### src/rtl/alu_arb_pkg.sv
// Shared constants for the two-requester ALU arbiter: opcodes, FSM states, flag bit positions.
// Optional divide-by-zero reporting is enabled by defining ALU_ARB_DIVZERO_EN.
package alu_arb_pkg;

  localparam int FLG_W = 5;

  localparam logic [1:0] OP_ADD = 2'd0;
  localparam logic [1:0] OP_SUB = 2'd1;
  localparam logic [1:0] OP_MUL = 2'd2;
  localparam logic [1:0] OP_DIV = 2'd3;

  localparam int FLG_ZERO   = 4;
  localparam int FLG_CARRY  = 3;
  localparam int FLG_SIGN   = 2;
  localparam int FLG_PARITY = 1;
  localparam int FLG_OVF    = 0;

  typedef enum logic [1:0] {
    IDLE = 2'd0,
    EXEC = 2'd1,
    RESP = 2'd2
  } state_t;

endpackage

### src/rtl/alu_exec.sv
// Combinational W-bit add/sub/mul/div unit producing result, flags and divide-by-zero error.
// Macro ALU_ARB_DIVZERO_EN: div by zero yields all-ones with err=1; otherwise it yields 0.
module alu_exec
  import alu_arb_pkg::*;
#(
  parameter int W = 4
) (
  input  logic [1:0]       op,
  input  logic [W-1:0]     a,
  input  logic [W-1:0]     b,
  output logic [W-1:0]     out,
  output logic [FLG_W-1:0] flags,
  output logic             err
);

  logic [W:0] r;

  // NOTE: every output of a combinational block gets a default first so no latch is inferred.
  always_comb begin
    r   = '0;
    err = 1'b0;
    case (op)
      OP_ADD:  r = {1'b0, a} + {1'b0, b};
      OP_SUB:  r = {1'b0, a} - {1'b0, b};
      OP_MUL:  r = {1'b0, a} * {1'b0, b};
      default: begin
        if (b == '0) begin
`ifdef ALU_ARB_DIVZERO_EN
          r   = {1'b0, {W{1'b1}}};
          err = 1'b1;
`else
          r   = '0;
`endif
        end else begin
          r = {1'b0, a / b};
        end
      end
    endcase
  end

  assign out = r[W-1:0];

  // Overflow uses the signed-add rule for every opcode, keyed on the operand and result sign bits.
  always_comb begin
    flags             = '0;
    flags[FLG_ZERO]   = ~|out;
    flags[FLG_CARRY]  = r[W];
    flags[FLG_SIGN]   = out[W-1];
    flags[FLG_PARITY] = ~^out;
    flags[FLG_OVF]    = (a[W-1] & b[W-1] & ~out[W-1]) | (~a[W-1] & ~b[W-1] & out[W-1]);
  end

endmodule

### src/rtl/alu_arbiter.sv
// Round-robin arbiter sharing one alu_exec between two requesters, with a valid/ready response.
// Macro ALU_ARB_DIVZERO_EN (in alu_exec) turns on divide-by-zero reporting on resp_err.
module alu_arbiter
  import alu_arb_pkg::*;
#(
  parameter int W = 4
) (
  input  logic             clk,
  input  logic             reset,
  input  logic             req0,
  input  logic [1:0]       op0,
  input  logic [W-1:0]     a0,
  input  logic [W-1:0]     b0,
  output logic             gnt0,
  input  logic             req1,
  input  logic [1:0]       op1,
  input  logic [W-1:0]     a1,
  input  logic [W-1:0]     b1,
  output logic             gnt1,
  output logic             resp_valid,
  input  logic             resp_ready,
  output logic             resp_id,
  output logic [W-1:0]     resp_out,
  output logic [FLG_W-1:0] resp_flags,
  output logic             resp_err
);

  state_t           state, state_nxt;
  logic             last;
  logic             win;
  logic             any_req;
  logic [1:0]       op_q;
  logic [W-1:0]     a_q, b_q;
  logic             id_q;
  logic [W-1:0]     ex_out;
  logic [FLG_W-1:0] ex_flags;
  logic             ex_err;

  assign any_req = req0 | req1;
  // On contention the requester that did not win last time goes first.
  assign win     = (req0 & req1) ? ~last : req1;

  // NOTE: sequential state uses non-blocking assignments; reset is asynchronous, active-high.
  always_ff @(posedge clk or posedge reset) begin
    if (reset) state <= IDLE;
    else       state <= state_nxt;
  end

  always_comb begin
    state_nxt = state;
    case (state)
      IDLE:    if (any_req) state_nxt = EXEC;
      EXEC:    state_nxt = RESP;
      RESP:    if (resp_ready) state_nxt = IDLE;
      default: state_nxt = IDLE;
    endcase
  end

  // Grants are suppressed while reset is held so every output reads 0 during reset.
  always_comb begin
    gnt0       = 1'b0;
    gnt1       = 1'b0;
    resp_valid = 1'b0;
    case (state)
      IDLE: begin
        if (any_req && !reset) begin
          gnt0 = ~win;
          gnt1 = win;
        end
      end
      RESP:    resp_valid = 1'b1;
      default: ;
    endcase
  end

  always_ff @(posedge clk or posedge reset) begin
    if (reset) begin
      last       <= 1'b1;
      op_q       <= '0;
      a_q        <= '0;
      b_q        <= '0;
      id_q       <= 1'b0;
      resp_id    <= 1'b0;
      resp_out   <= '0;
      resp_flags <= '0;
      resp_err   <= 1'b0;
    end else begin
      if (state == IDLE && any_req) begin
        last <= win;
        id_q <= win;
        op_q <= win ? op1 : op0;
        a_q  <= win ? a1 : a0;
        b_q  <= win ? b1 : b0;
      end
      if (state == EXEC) begin
        resp_id    <= id_q;
        resp_out   <= ex_out;
        resp_flags <= ex_flags;
        resp_err   <= ex_err;
      end
    end
  end

  alu_exec #(.W(W)) u_exec (
    .op    (op_q),
    .a     (a_q),
    .b     (b_q),
    .out   (ex_out),
    .flags (ex_flags),
    .err   (ex_err)
  );

endmodule
### config.mk
export PLATFORM = sky130hd
export DESIGN_NAME = alu_arbiter
export DESIGN_NICKNAME = d
export VERILOG_FILES = /design/src/rtl/alu_arb_pkg.sv /design/src/rtl/alu_exec.sv /design/src/rtl/alu_arbiter.sv
export SDC_FILE = /design/constraint.sdc
export NUM_CORES = 1
export LEC_CHECK = 0
export ABC_AREA = 1
export CAP_MARGIN = 20
export CELL_PAD_IN_SITES_DETAIL_PLACEMENT = 1
export CELL_PAD_IN_SITES_GLOBAL_PLACEMENT = 1
export CORE_ASPECT_RATIO = 1.25
export CORE_MARGIN = 3
export CORE_UTILIZATION = 41
export DETAILED_ROUTE_END_ITERATION = 8
export DONT_BUFFER_PORTS = 1
export GPL_ROUTABILITY_DRIVEN = 0
export PLACE_DENSITY = 0.84
export SYNTH_ARGS = -nofsm -noshare
export SYNTH_HDL_FRONTEND = slang
export SYNTH_SLANG_ARGS = --single-unit
### constraint.sdc
create_clock -name clk -period 4 [get_ports clk]
set_clock_uncertainty 0.2 [all_clocks]
set_input_delay 0.4 -clock clk [delete_from_list [all_inputs] [get_ports clk]]
set_output_delay 0.4 -clock clk [all_outputs]
set_load 0.05 [all_outputs]
==> results.ini, run 1 <==
[run_status]
status = complete, but fails checks
violations = hold timing, setup timing

[route]
viasPerCell = 5.43
routedWlPerCell_um = 18.1
ant_nets = 0
firstDrtPassIters = 4
drc = 0
drt-total-wl_um = 6840
vias = 2051
drt_iter0_drc = 77

[sta]
hold_violations = 22
timing.fmax_ghz = 0.228
setup_ws_ps = -385
maxSlewHeadroom_pct = 36.4
rsz0062_at_grt = true
hold_ws_ps = -6.52
period_share_pct = 110
fin_crit_ps = 4390
tightestPinTransition_ps = 950
maxSlewViolCount = 0
setup_viol = 3

[logic_synthesis]
syn_avg_cell_area_um2 = 6.97
netlist_area_mm2 = 0.00208
yosysSeqAreaShare_pct = 27.8
async_reset_ff_share_pct = 100
ys_ff_latch = 23
syn-num-nets = 352
synth_cell_type_count = 31
synth-edff-count = 0
syn_inst = 298
synth_top_flop_cell = dfrtp_1
yosysWarnings = 0

[setup_path]
worstPathMaxFanout = 4
cp.required_ps = 3950
slowest_delay_ps = 380
crit_type = flop to flop
cp.arrival_ps = 4330
slowest_stage = dfrtp_1
cp-start-kind = flop
endpoint_kind = flop

[floorplanning]
die_y_um = 85.6
die_width_um = 69.7
start_util_pct = 43.3
core_area_mm2 = 0.00480
die-area_mm2 = 0.00596
ioPinCount = 39
rows = 28

[place]
dp_cells = 367
dp_slack_ps = -344
io_buffers = 0
place_hpwl_um = 4640

[cells_and_area]
area_growth_pct = 20.6
layout_commonest_cell = nand2_1
final_cell_mix = nand2_1 (73), inv_1 (46), buf_4 (24)
nets = 373
fillerInstances = 614
multi_input_area_mm2 = 0.00141
drive_above_1_share_pct = 23.0
fin_cells = 378
antennaDiodeCount = 0
seqCellArea_um2 = 577
post-route-util_pct = 52.2

[clock_tree]
htree_num_levels = 1
clk_pin_slew_ps = 90
cts_tree = built
numCtsBuffers = 3
cts_root_buffer = clkbuf_8
clk_latency_ps = 270
cts_buffer_depth = 2
clkSinkCount = 23

[global_route]
antenna_found_initial = 0
grt_max_degree = 24
grt_overflow = 0
grt_pass1_wl_um = 10200
first_global_vias = 2300
track_usage_pct = 21.9

[job]
cap_violations = 0

[min_path]
min_path_type = input pin to async pin

[metal layers]
| metal | part of all wire (%) | vias up | track usage, % | routed length, um |
|---|---|---|---|---|
| met1 | 36 | 988 | 20.4 | 2460 |
| met5 | 0 | - | 0 | 0 |
| met2 | 55 | 71 | 43.9 | 3770 |
| li1 | - | 965 | - | - |
| met3 | 4.2 | 27 | 3.05 | 289 |
| met4 | 4.6 | 0 | 14.1 | 313 |
[critical path, delay by kind of cell (launching register included)]
| family | cells | cell delay (ps) |
|---|---|---|
| adder cells (fa/ha/maj) | 5 | 1280 |
| buffers and inverters | 6 | 440 |
| flip-flops | 1 | 380 |
| XOR/XNOR | 2 | 340 |
| AO/OA/AOI/OAI | 5 | 590 |
| AND/OR/NAND/NOR | 10 | 1010 |
[cells in the mapped netlist (2+ instances only)]
cell type	number	area share (%)
nand2_2	3	0.90
o22ai_1	9	2.7
nor2_2	2	0.60
o21ai_1	7	1.7
xor2_1	5	2.1
nor2_1	23	4.2
inv_2	3	0.54
clkbuf_1	3	0.54
buf_4	2	0.72
buf_2	2	0.48
fa_1	4	3.9
nand2_1	80	14
nand3_1	19	4.6
inv_1	52	9.4
ha_1	25	15
xnor2_1	2	0.84
o21ai_0	18	4.3
a21oi_1	4	0.96
dfrtp_1	22	26
o21ai_2	2	0.84
[sequential cells by signal, summed over array words and instances, names as in the netlist]
register / flops
a_q: 4
b_q: 4
id_q: 1
last: 1
op_q: 2
resp_flags: 5
resp_id: 1
resp_out: 3
state: 2
[final timing paths]
check,slack [ps],end,from,cells after the start
setup / recovery,-390,resp_flags[1]$_DFFE_PP0N_,b_q[0]$_DFFE_PP0P_,28
hold / removal,-7,op_q[0]$_DFFE_PP0P_,reset,1
setup reg to reg,-390,resp_flags[1]$_DFFE_PP0N_,b_q[0]$_DFFE_PP0P_,28
hold reg to reg,280,last$_DFFE_PP1P_,last$_DFFE_PP1P_,2
max in group asynchronous,3080,resp_flags[3]$_DFFE_PP0N_,reset,1
min in group clk,90,state[1]$_DFFE_PP0P_,resp_ready,3
[metrics by stage]
step / cell area (um2) / setup TNS [ps]
2_1_floorplan: 2100 / -107
3_3_place_gp: 2260 / -92.5
3_5_place_dp: 2260 / -550
4_1_cts: 2410 / -230
5_1_grt: 2510 / -1310
6_report: 2510 / -709
[what timing repair did]
action                     4_1_cts  5_1_grt
pin swaps                       17       21
buffers inserted                 4        3
hold endpoints to repair         0        0
setup endpoints to repair        2        3
hold buffers                     0        0
resized for setup               16       19
[kinds of logic after synthesis]
group                      Yosys count  synth area share (%)
other                                1                 0.180
AOI/OAI and AO/OA                   42                  11.3
DFF                                 23                  27.8
and+or+nand+nor                    132                  26.6
buffers and inverters               64                  12.4
xor gates and xnor gates             7                  2.95
adders and majority gates           29                  18.9
[cell type report]
cell class / instances / share of cell area, %
Sequential cell: 23 / 23.0
Clock buffer: 3 / 1.65
Clock inverter: 1 / 0.200
Timing Repair Buffer: 24 / 7.19
Tap cell: 60 / 3.00
Multi-Input combinational cell: 211 / 56.3
Inverter: 56 / 8.69
Power of run 1 is left out: the tool's default activity adds up to more than one toggle a clock period on the data nets, which glitch-free logic cannot reach.
==> run 2, diff against run 1 <==
--- a/config.mk
+++ b/config.mk
@@ -6,12 +6,13 @@
 export NUM_CORES = 1
 export LEC_CHECK = 0
 export ABC_AREA = 1
-export CAP_MARGIN = 20
+export CAP_MARGIN = 40
 export CELL_PAD_IN_SITES_DETAIL_PLACEMENT = 1
 export CELL_PAD_IN_SITES_GLOBAL_PLACEMENT = 1
 export CORE_ASPECT_RATIO = 1.25
 export CORE_MARGIN = 3
 export CORE_UTILIZATION = 41
+export CTS_CLUSTER_DIAMETER = 120
 export DETAILED_ROUTE_END_ITERATION = 8
 export DONT_BUFFER_PORTS = 1
 export GPL_ROUTABILITY_DRIVEN = 0
==> constraint.sdc (replaced) <==
create_clock -name clk -period 3.8 [get_ports clk]
set_clock_uncertainty 0.2 [all_clocks]
set_input_delay 0.38 -clock clk [delete_from_list [all_inputs] [get_ports clk]]
set_output_delay 0.38 -clock clk [all_outputs]
set_load 0.05 [all_outputs]
==> results.ini, run 2 (synthesis gave the netlist of run 1 again) <==
[cells_and_area]
area_growth_pct = 40.0  ; was 20.6%
nets = 403  ; was 373
regMostFlops = resp_flags  ; unchanged
largest_reg_flops = 5  ; unchanged
final_cell_mix = nand2_1 (69), inv_1 (45), buf_4 (38)  ; was nand2_1 (73), inv_1 (46), buf_4 (24)
drive_above_1_share_pct = 32.8  ; was 23.0%
antennaDiodeCount = 0  ; unchanged
reg_top3 = resp_flags x5, a_q x4, b_q x4  ; unchanged
fin_area_mm2 = 0.00291  ; was 0.00251 mm2
fin_cells = 408  ; was 378
layout_commonest_cell = nand2_1  ; unchanged

[setup_path]
reg2reg_depth = 32  ; was 28
crit_type = flop to flop  ; unchanged
cp-start-kind = flop  ; unchanged
cp.arrival_ps = 4690  ; was 4330 ps
critical_path.startpoint = b_q[0]$_DFFE_PP0P_  ; unchanged
endpoint_kind = flop  ; unchanged
rrSetupSlack_ps = -900  ; was -390 ps
slowest_delay_ps = 400  ; was 380 ps
cp.required_ps = 3790  ; was 3950 ps
worstPathMaxFanout = 4  ; unchanged
slowest_stage = dfrtp_1  ; unchanged
r2r-start = b_q[0]$_DFFE_PP0P_  ; unchanged
r2r-end = resp_flags[1]$_DFFE_PP0N_  ; unchanged

[route]
drt-total-wl_um = 11000  ; was 6840 um
routedWlPerCell_um = 26.9  ; was 18.1 um
viasPerCell = 6.34  ; was 5.43
vias = 2585  ; was 2051
ant_nets = 0  ; unchanged
firstDrtPassIters = 5  ; was 4
drt_iter0_drc = 224  ; was 77
drc = 0  ; unchanged

[run_status]
status = complete, but fails checks  ; unchanged
violations = setup timing  ; was hold timing, setup timing

[global_route]
grt_overflow = 0  ; unchanged
grt.busiest_layer = met2  ; unchanged
antenna_found_initial = 0  ; unchanged
track_usage_pct = 30.5  ; was 21.9%
grt_max_degree = 22  ; was 24
use_met1_pct = 32.7  ; was 20.4%
met3_usage_pct = 3.99  ; was 3.05%
met2_usage_pct = 57.4  ; was 43.9%
grt_pass1_wl_um = 14200  ; was 10200 um
first_global_vias = 2727  ; was 2300

[sta]
maxSlewHeadroom_pct = 57.9  ; was 36.4%
maxSlewViolCount = 0  ; unchanged
setup_ws_ps = -901  ; was -385 ps
tightestPinTransition_ps = 631  ; was 950 ps
fin_crit_ps = 4700  ; was 4390 ps
period_share_pct = 124  ; was 110%
timing.fmax_ghz = 0.213  ; was 0.228 GHz
hold_violations = 0  ; was 22
rsz0062_at_grt = true  ; unchanged
setup_viol = 4  ; was 3

[place]
place_hpwl_um = 4910  ; was 4640 um
place_area_mm2 = 0.00233  ; was 0.00226 mm2
dp_slack_ps = -616  ; was -344 ps
dp_cells = 371  ; was 367
io_buffers = 0  ; unchanged

[clock_tree]
clk_pin_slew_ps = 100  ; was 90 ps
clkSinkCount = 23  ; unchanged
htree_num_levels = 1  ; unchanged
cts_buffer_depth = 2  ; unchanged
cts_root_buffer = clkbuf_8  ; unchanged
clk_latency_ps = 280  ; was 270 ps
numCtsBuffers = 3  ; unchanged
cts_tree = built  ; unchanged

[floorplanning]
die-area_mm2 = 0.00596  ; unchanged
die_width_um = 69.7  ; unchanged
ioPinCount = 39  ; unchanged
start_util_pct = 43.3  ; unchanged
die_y_um = 85.6  ; unchanged
core_area_mm2 = 0.00480  ; unchanged
rows = 28  ; unchanged

[job]
cap_violations = 0  ; unchanged

[min_path]
min_path_type = input pin to flop  ; was input pin to async pin
hold_start = resp_ready
hold_path_end = state[1]$_DFFE_PP0P_
hold_path_depth = 3

-- run 2: final cells by class --
class / count / area [um2]
clock buffer: 3 / 41.3
clock inverter: 1 / 5.00
fill: 570 / 1890
inverter: 56 / 220
multi-input combinational: 211 / 1500
sequential: 23 / 577
tap: 60 / 75.1
timing repair buffer: 54 / 497
-- run 2: how the worst max path moves through the flow --
stage                                      endpoint  slack (ps)  depth (start not counted)
final                     resp_flags[1]$_DFFE_PP0N_        -900                         32
after global routing      resp_flags[1]$_DFFE_PP0N_       -1030                         32
after CTS                 resp_flags[1]$_DFFE_PP0N_        -400                         32
after detailed placement  resp_flags[1]$_DFFE_PP0N_        -620                         32
after global placement    resp_flags[1]$_DFFE_PP0N_        -300                         32
after floorplan           resp_flags[1]$_DFFE_PP0N_        -310                         33
-- run 2: routing by layer --
metal / vias up / share of wire (%) / wire, um
li1: 1029 / - / -
met1: 1280 / 37 / 4060
met2: 200 / 49 / 5370
met3: 76 / 7.1 / 778
met4: 0 / 6.9 / 754
met5: - / 0 / 0
-- run 2: timing repair --
item / in CTS / in global routing
resized for setup: 18 / 47
endpoints found under the setup margin: 3 / 5
pin swaps: 21 / 29
hold buffers: 1 / 0
cloned: 0 / 0
setup buffers: 25 / 18
endpoints found under the hold margin: 4 / 0
-- run 2: through the flow --
stage,hold WS (ps),setup TNS (ps),util (%)
floorplan,181,-425,-
global placement,253,-416,47.2
detailed placement,51.6,-1080,48.5
CTS,57.1,-907,55.1
global route,100,-2930,60.6
finish,88.3,-2380,60.6
-- run 2: worst max-delay path, delay by kind of cell, from the launching register on --
family                     cells  cell delay [ps]
buffers and inverters          7              460
xor gates and xnor gates       1              160
and+or+nand+nor               14             1370
AOI/OAI and AO/OA              5              670
DFF                            1              400
adders and majority gates      5             1340
Power of run 2 is left out for the same reason.
